==> src/rtl/dcache_flush_sequencer_pkg.sv <==
// Shared types and defaults for the D$ flush sequencer and its way picker.
package dcache_flush_sequencer_pkg;

    localparam int DCACHE_NUM_SETS   = 64;
    localparam int DCACHE_NUM_WAYS   = 2;
    localparam int DCACHE_LINE_BYTES = 64;
    // Way field is sized for the largest supported associativity; the top narrows it.
    localparam int DCACHE_WAY_W      = 8;

    typedef enum logic [2:0] {
        S_IDLE,
        S_READ,
        S_LATCH,
        S_ISSUE,
        S_INVAL,
        S_DONE
    } flush_state_t;

    typedef struct packed {
        logic [31:0]             addr;
        logic [DCACHE_WAY_W-1:0] way;
    } wb_req_t;

    function automatic int way_idx_bits(input int n);
        return (n > 1) ? $clog2(n) : 1;
    endfunction

endpackage

==> src/rtl/dcache_way_picker.sv <==
// Combinational lowest-index picker over a per-way pending mask.
module dcache_way_picker
    import dcache_flush_sequencer_pkg::*;
#(
    parameter int NUM_WAYS = DCACHE_NUM_WAYS,
    parameter int IDX_BITS = way_idx_bits(NUM_WAYS)
) (
    input  logic [NUM_WAYS-1:0] mask_i,
    output logic [IDX_BITS-1:0] idx_o,
    output logic                any_o
);

    // Scan from the top so the lowest set bit is the last one written.
    always_comb begin
        idx_o = '0;
        for (int i = NUM_WAYS - 1; i >= 0; i--) begin
            if (mask_i[i]) begin
                idx_o = IDX_BITS'(i);
            end
        end
    end

    assign any_o = |mask_i;

endmodule

==> src/rtl/dcache_flush_sequencer.sv <==
// Full D$ flush: per set read tags/dirty, write back dirty lines, invalidate the set.
// Optional writeback counter output enabled by DCACHE_FLUSH_STATS_EN.
module dcache_flush_sequencer
    import dcache_flush_sequencer_pkg::*;
#(
    parameter  int NUM_SETS   = DCACHE_NUM_SETS,
    parameter  int NUM_WAYS   = DCACHE_NUM_WAYS,
    parameter  int LINE_BYTES = DCACHE_LINE_BYTES,
    localparam int SET_BITS   = $clog2(NUM_SETS),
    localparam int OFF_BITS   = $clog2(LINE_BYTES),
    localparam int TAG_BITS   = 32 - SET_BITS - OFF_BITS,
    localparam int WAY_BITS   = way_idx_bits(NUM_WAYS)
) (
    input  logic                         clk,
    input  logic                         rst,
    input  logic                         flush_req,
    output logic                         flush_busy,
    output logic                         flush_done,
    output logic [SET_BITS-1:0]          evict_set,
    input  logic [NUM_WAYS*TAG_BITS-1:0] wb_tags,
    input  logic [NUM_WAYS-1:0]          line_valid,
    input  logic [NUM_WAYS-1:0]          line_dirty,
    output logic                         wb_req_valid,
    input  logic                         wb_req_ready,
    output logic [31:0]                  wb_req_addr,
    output logic [WAY_BITS-1:0]          wb_req_way,
    output logic                         inval_en,
    output logic [SET_BITS-1:0]          inval_set
`ifdef DCACHE_FLUSH_STATS_EN
    ,
    output logic [15:0]                  flush_wb_count
`endif
);

    localparam logic [SET_BITS-1:0] LAST_SET = SET_BITS'(NUM_SETS - 1);

    flush_state_t                  state_q, state_d;
    logic [SET_BITS-1:0]           set_q, set_d;
    logic [NUM_WAYS-1:0]           pending_q, pending_d;
    logic [NUM_WAYS*TAG_BITS-1:0]  tags_q, tags_d;
    wb_req_t                       req_q, req_d;
    logic                          busy_q, busy_d;
    logic                          done_q, done_d;
    logic                          valid_q, valid_d;
    logic                          inval_q, inval_d;

    logic [WAY_BITS-1:0]           pick_idx;
    logic                          pick_any;
    logic                          handshake;
    logic [NUM_WAYS-1:0]           hs_clear;
    logic                          way_unused;

    assign handshake  = valid_q & wb_req_ready;
    assign hs_clear   = NUM_WAYS'(1) << req_q.way[WAY_BITS-1:0];
    assign way_unused = ^req_q.way;

    // Pending-mask and tag capture; the picker then looks at the next-cycle mask.
    always_comb begin
        pending_d = pending_q;
        tags_d    = tags_q;
        if (state_q == S_LATCH) begin
            pending_d = line_valid & line_dirty;
            tags_d    = wb_tags;
        end else if (state_q == S_ISSUE && handshake) begin
            pending_d = pending_q & ~hs_clear;
        end
    end

    dcache_way_picker #(
        .NUM_WAYS (NUM_WAYS),
        .IDX_BITS (WAY_BITS)
    ) u_way_picker (
        .mask_i (pending_d),
        .idx_o  (pick_idx),
        .any_o  (pick_any)
    );

    always_comb begin
        state_d = state_q;
        set_d   = set_q;
        case (state_q)
            S_IDLE: begin
                if (flush_req) begin
                    state_d = S_READ;
                    set_d   = '0;
                end
            end
            S_READ:  state_d = S_LATCH;
            S_LATCH: state_d = pick_any ? S_ISSUE : S_INVAL;
            S_ISSUE: begin
                if (!pick_any) begin
                    state_d = S_INVAL;
                end
            end
            S_INVAL: begin
                if (set_q == LAST_SET) begin
                    state_d = S_DONE;
                end else begin
                    set_d   = set_q + 1'b1;
                    state_d = S_READ;
                end
            end
            S_DONE:  state_d = S_IDLE;
            default: state_d = S_IDLE;
        endcase
    end

    // Outputs are decoded from the next state so every port comes straight off a flop.
    always_comb begin
        busy_d  = (state_d != S_IDLE);
        done_d  = (state_d == S_DONE);
        valid_d = (state_d == S_ISSUE);
        inval_d = (state_d == S_INVAL);
        req_d   = req_q;
        if (state_d == S_ISSUE) begin
            req_d.addr = {tags_d[int'(pick_idx)*TAG_BITS +: TAG_BITS], set_q, {OFF_BITS{1'b0}}};
            req_d.way  = DCACHE_WAY_W'(pick_idx);
        end
    end

    always_ff @(posedge clk or posedge rst) begin
        if (rst) begin
            state_q   <= S_IDLE;
            set_q     <= '0;
            pending_q <= '0;
            tags_q    <= '0;
            req_q     <= '0;
            busy_q    <= 1'b0;
            done_q    <= 1'b0;
            valid_q   <= 1'b0;
            inval_q   <= 1'b0;
        end else begin
            state_q   <= state_d;
            set_q     <= set_d;
            pending_q <= pending_d;
            tags_q    <= tags_d;
            req_q     <= req_d;
            busy_q    <= busy_d;
            done_q    <= done_d;
            valid_q   <= valid_d;
            inval_q   <= inval_d;
        end
    end

    assign flush_busy   = busy_q;
    assign flush_done   = done_q;
    assign evict_set    = set_q;
    assign inval_set    = set_q;
    assign wb_req_valid = valid_q;
    assign wb_req_addr  = req_q.addr;
    assign wb_req_way   = req_q.way[WAY_BITS-1:0];
    assign inval_en     = inval_q;

`ifdef DCACHE_FLUSH_STATS_EN
    logic [15:0] wb_cnt_q, wb_cnt_d;

    always_comb begin
        wb_cnt_d = wb_cnt_q;
        if (state_q == S_IDLE && flush_req) begin
            wb_cnt_d = '0;
        end else if (handshake && wb_cnt_q != 16'hFFFF) begin
            wb_cnt_d = wb_cnt_q + 16'd1;
        end
    end

    always_ff @(posedge clk or posedge rst) begin
        if (rst) begin
            wb_cnt_q <= '0;
        end else begin
            wb_cnt_q <= wb_cnt_d;
        end
    end

    assign flush_wb_count = wb_cnt_q;
`endif

endmodule

==> config.mk <==
export PLATFORM = sky130hd
export DESIGN_NAME = dcache_flush_sequencer
export DESIGN_NICKNAME = d
export VERILOG_FILES = /design/src/rtl/dcache_flush_sequencer_pkg.sv /design/src/rtl/dcache_way_picker.sv /design/src/rtl/dcache_flush_sequencer.sv
export SDC_FILE = /design/constraint.sdc
export NUM_CORES = 1
export LEC_CHECK = 0
export BUFFER_PORTS_ARGS = -buffer_cell sky130_fd_sc_hd__buf_2
export CAP_MARGIN = 20
export CORE_ASPECT_RATIO = 0.6
export CORE_UTILIZATION = 50
export CTS_BUF_LIST = sky130_fd_sc_hd__clkbuf_16
export CTS_CLUSTER_SIZE = 8
export DETAILED_ROUTE_END_ITERATION = 10
export PLACE_DENSITY = 0.76
export REMOVE_ABC_BUFFERS = 1
export SKIP_LAST_GASP = 1
export SYNTH_ARGS = -nofsm -noshare
export SYNTH_HDL_FRONTEND = slang
export SYNTH_SLANG_ARGS = --single-unit
==> constraint.sdc <==
create_clock -name clk -period 7 [get_ports clk]
set_input_delay 2.1 -clock clk [delete_from_list [all_inputs] [get_ports clk]]
set_output_delay 2.1 -clock clk [all_outputs]
set_load 0.05 [all_outputs]
==> flow_results.org <==
** CTS
- The number of hold buffers added after CTS was 0.
- Clock-pin slew was measured on the worst setup and hold paths at 0.06 ns.
- The root buffer cell chosen for the clock tree is sky130_fd_sc_hd__clkbuf_16.
- Clock Tree Buf Depth :: 2
- Number of CTS-inserted buffers :: 9
- Post-CTS repair changed the size of 0 cells.
- TritonCTS built the clock tree.
- The H-tree was split into 3 levels.
- Once the clock tree was built, the setup fixing pass inserted 0 buffers.
- Clock latency on the worst-skew pair, taken at its later pin, is 0.34 ns.
- The clock drives 82 sinks.

** Min path
- The tightest min-delay check is of the reg2reg type.
- The worst hold path passes through 2 cells.

** Logic synthesis
- A synthesized cell averages 9.18 µm².
- Total of warnings raised by yosys :: 0
- Among all flip-flop cells after synthesis, the most frequent one is sky130_fd_sc_hd__dfrtp_1.
- Count of mapped cells out of synthesis :: 424
- Counting flops with a built-in enable in the synthesized netlist gives 0.
- Share of synthesized registers carrying an async set or reset :: 100%
- Flip-flop and latch count after synthesis :: 82
- Leading area contributor after synthesis :: sky130_fd_sc_hd__dfrtp_1
- In this run, distinct cell masters in the synthesized netlist total 41.
- Post-synthesis cell area :: 3890 µm²
- Sequential element share of the synthesized area :: 52.7%
- Ranked by total cell area, the synthesized netlist is headed by sky130_fd_sc_hd__dfrtp_1 (53%), sky130_fd_sc_hd__nand2_1 (14%), sky130_fd_sc_hd__a21oi_1 (5.4%).
- Post-synth top area share :: 52.7%

** Worst setup path
- Maximum fanout along the worst path :: 21
- Worst setup EP type :: register
- Data arrives at the worst endpoint at 4.68 ns.
- Startpoint types :: primary input
- The worst register-to-register path has a setup slack of 3.24 ns.
- The number of cells on the worst reg-to-reg path is 7.
- Worst Path Required :: 7.22 ns
- Start-to-end type of the worst setup path :: in2reg

** STA
- Final setup skew :: 0.00580 ns
- The number of hold violations in the final report is 0.
- Setup repair after global routing left no endpoint under its margin.
- Max transition margin :: 28.0%
- Setup total negative slack on the finished layout was measured at 0 ns.
- At the pin with the least slew margin, the transition time is 1.08 ns.
- Subtracting the final worst setup slack from the clock period gives 4.46 ns.
- Final count of negative-setup-slack endpoints :: 0
- Of the available clock period, the critical path in the final layout requires 63.7%.
- Count of pins over their slew limit :: 0
- Timing would allow up to 224 MHz.

** Finish
- Relative to the synthesized area, the layout overhead comes to 18.8%.
- The finished cells cover 4620 µm².
- The post-route netlist has 25.4% of its cells at a drive strength greater than 1.
- Nets :: 541
- The repair_antennas step left the layout with diodes totalling 0.

** Detailed routing
- After detailed routing, the number of remaining DRC violations is 0.
- The first routing iteration left 249 violations.
- DR vias/cell :: 5.42
- Wirelength, routed :: 9470 µm
- 1st-pass router iterations :: 4
- Detailed routing inserted a total of 3257 vias.
- Once detail routing completed, the nets flagged for antenna violations numbered 0.
- Avg WL per Cell :: 15.8 µm

** Floorplanning
- Die H :: 70.4 µm
- X dimension of the die :: 116 µm
- Initial standard-cell utilization of the core :: 52.7%
- Io pins :: 97
- The floorplan step defined a die boundary enclosing 8160 µm².
- Core outline area :: 7390 µm²
- Placement row count :: 24

** Run status
- The flow ran to the end, and the final reports show no timing, DRC or antenna violations.

** GRT
- Vias in the first global route :: 2996
- Final global-route overflow total :: 0
- Global-route met1 utilization :: 37.0%
- Total global-route track usage :: 25.1%
- Global routing consumed, on the met2 layer, 35.4% of the routing resources.
- Entering global routing, the biggest net connects 83 pins.
- Wire length of the first global-routing pass :: 15300 µm
- Initial antenna violation count :: 0
- Routing usage on met3 :: 8.85%
- Most heavily used metal layer in global routing :: met1

** Placement
- Input and output buffers added on the ports amount to 90.
- Final RePlAce weighted congestion :: 0.826
- Post-place instance area :: 4290 µm²
- Summed over all nets, the half-perimeter wirelength after detailed placement is 6150 µm.

** Power and ir drop
- Power spread over the standard cell area amounts to 516 nW/µm².
- IR drop worst, VDD :: 0.256 mV
- Leakage power :: 0.00228 µW

** Job
- Count of maximum capacitance violations :: 0
## Yosys cell counts, types with 3 or more instances
| cell type | count |
|---|---|
| sky130_fd_sc_hd__a21oi_1 | 42 |
| sky130_fd_sc_hd__buf_2 | 7 |
| sky130_fd_sc_hd__buf_4 | 13 |
| sky130_fd_sc_hd__buf_6 | 3 |
| sky130_fd_sc_hd__clkbuf_1 | 20 |
| sky130_fd_sc_hd__dfrtp_1 | 82 |
| sky130_fd_sc_hd__mux2_4 | 6 |
| sky130_fd_sc_hd__nand2_1 | 143 |
| sky130_fd_sc_hd__nand2b_1 | 3 |
| sky130_fd_sc_hd__nand3_1 | 3 |
| sky130_fd_sc_hd__nor2_1 | 9 |
| sky130_fd_sc_hd__o21ai_0 | 23 |
| sky130_fd_sc_hd__o22a_1 | 20 |
| sky130_fd_sc_hd__o22ai_1 | 20 |
| sky130_fd_sc_hd__xor2_1 | 4 |
## stage by stage
step | instances | utilization (%) | hold WS [ns] | total power [µW] | setup WS [ns]
floorplan | 386 | - | 0.440 | 1610 | 2.77
global placement | 584 | 58.0 | 0.452 | 1860 | 2.38
detailed placement | 584 | 58.0 | 0.458 | 1890 | 2.22
CTS | 600 | 62.2 | 0.471 | 2400 | 2.61
global route | 601 | 62.6 | 0.485 | 2530 | 2.37
finish | 601 | 62.6 | 0.469 | 2390 | 2.54
## final timing paths
path | end | startpoint
max | wb_req_addr[10] | line_valid[0]
min reg2reg | tags_q[27] | tags_q[27]
max reg2reg | wb_req_addr[10] | state_q[1]
max in group asynchronous | tags_q[27] | rst
min | tags_q[27] | tags_q[27]
min in group asynchronous | wb_req_addr[8] | rst
## kinds of logic (layout without fill, tap and decap cells)
group,Yosys count,after routing,share of synthesized area [%]
simple gates,170,170,18.2
compound gates,114,114,18.6
flops,82,82,52.7
buf+inv,44,112,6.30
mux,8,8,2.86
xor+xnor,4,4,0.900
fa+ha+maj,1,1,0.321
other cells,1,6,0.0963
## layout make-up
| class | count | area (µm²) |
|---|---|---|
| clock inverters | 7 | 85.1 |
| inverters | 1 | 5.00 |
| multi-input cells | 303 | 1620 |
| flip-flops and latches | 82 | 2050 |
| well taps | 104 | 130 |
| repair buffers | 95 | 508 |
| fillers | 635 | 2760 |
| clock buffers | 9 | 225 |
## routing by layer
layer | routed length (µm) | vias to the layer above
met4 | 64 | 0
met5 | 0 | -
met1 | 4490 | 1572
met3 | 740 | 6
met2 | 4180 | 117
li1 | - | 1562
## flip-flops by register name, summed over array words and instances (netlist names), 2 cells and up
signal and cells:
evict_set 6, tags_q 40, wb_req_addr 26, pending_q 2
state_q 3
## cell usage in the layout (no fill, tap or decap), types with 2 or more instances in the layout
cell and n:
sky130_fd_sc_hd__buf_2 90, sky130_fd_sc_hd__nand3_1 3, sky130_fd_sc_hd__conb_1 6, sky130_fd_sc_hd__o22ai_1 20
sky130_fd_sc_hd__o22a_1 20, sky130_fd_sc_hd__bufinv_16 2, sky130_fd_sc_hd__xor2_1 4, sky130_fd_sc_hd__a21oi_1 42
sky130_fd_sc_hd__dfrtp_1 82, sky130_fd_sc_hd__clkinv_2 3, sky130_fd_sc_hd__buf_4 4, sky130_fd_sc_hd__o21ai_0 23
sky130_fd_sc_hd__nand2_1 143, sky130_fd_sc_hd__nor2_1 9, sky130_fd_sc_hd__mux2_4 6, sky130_fd_sc_hd__clkbuf_16 9
sky130_fd_sc_hd__nand2b_1 3
## report_power, final
| part | switching (µW) | internal (µW) |
|---|---|---|
| registers | 136 | 682 |
| logic | 745 | 335 |
| clock network | 182 | 308 |
| total | 1060 | 1320 |
## worst max-delay path, stage by stage
cell	delay, ns
sky130_fd_sc_hd__buf_2	0.35
sky130_fd_sc_hd__nand3_1	0.84
sky130_fd_sc_hd__nand2_4	0.37
sky130_fd_sc_hd__o21a_1	0.31
sky130_fd_sc_hd__buf_4	0.36
sky130_fd_sc_hd__mux2_4	0.33
Power figures use the tool's default switching activity.
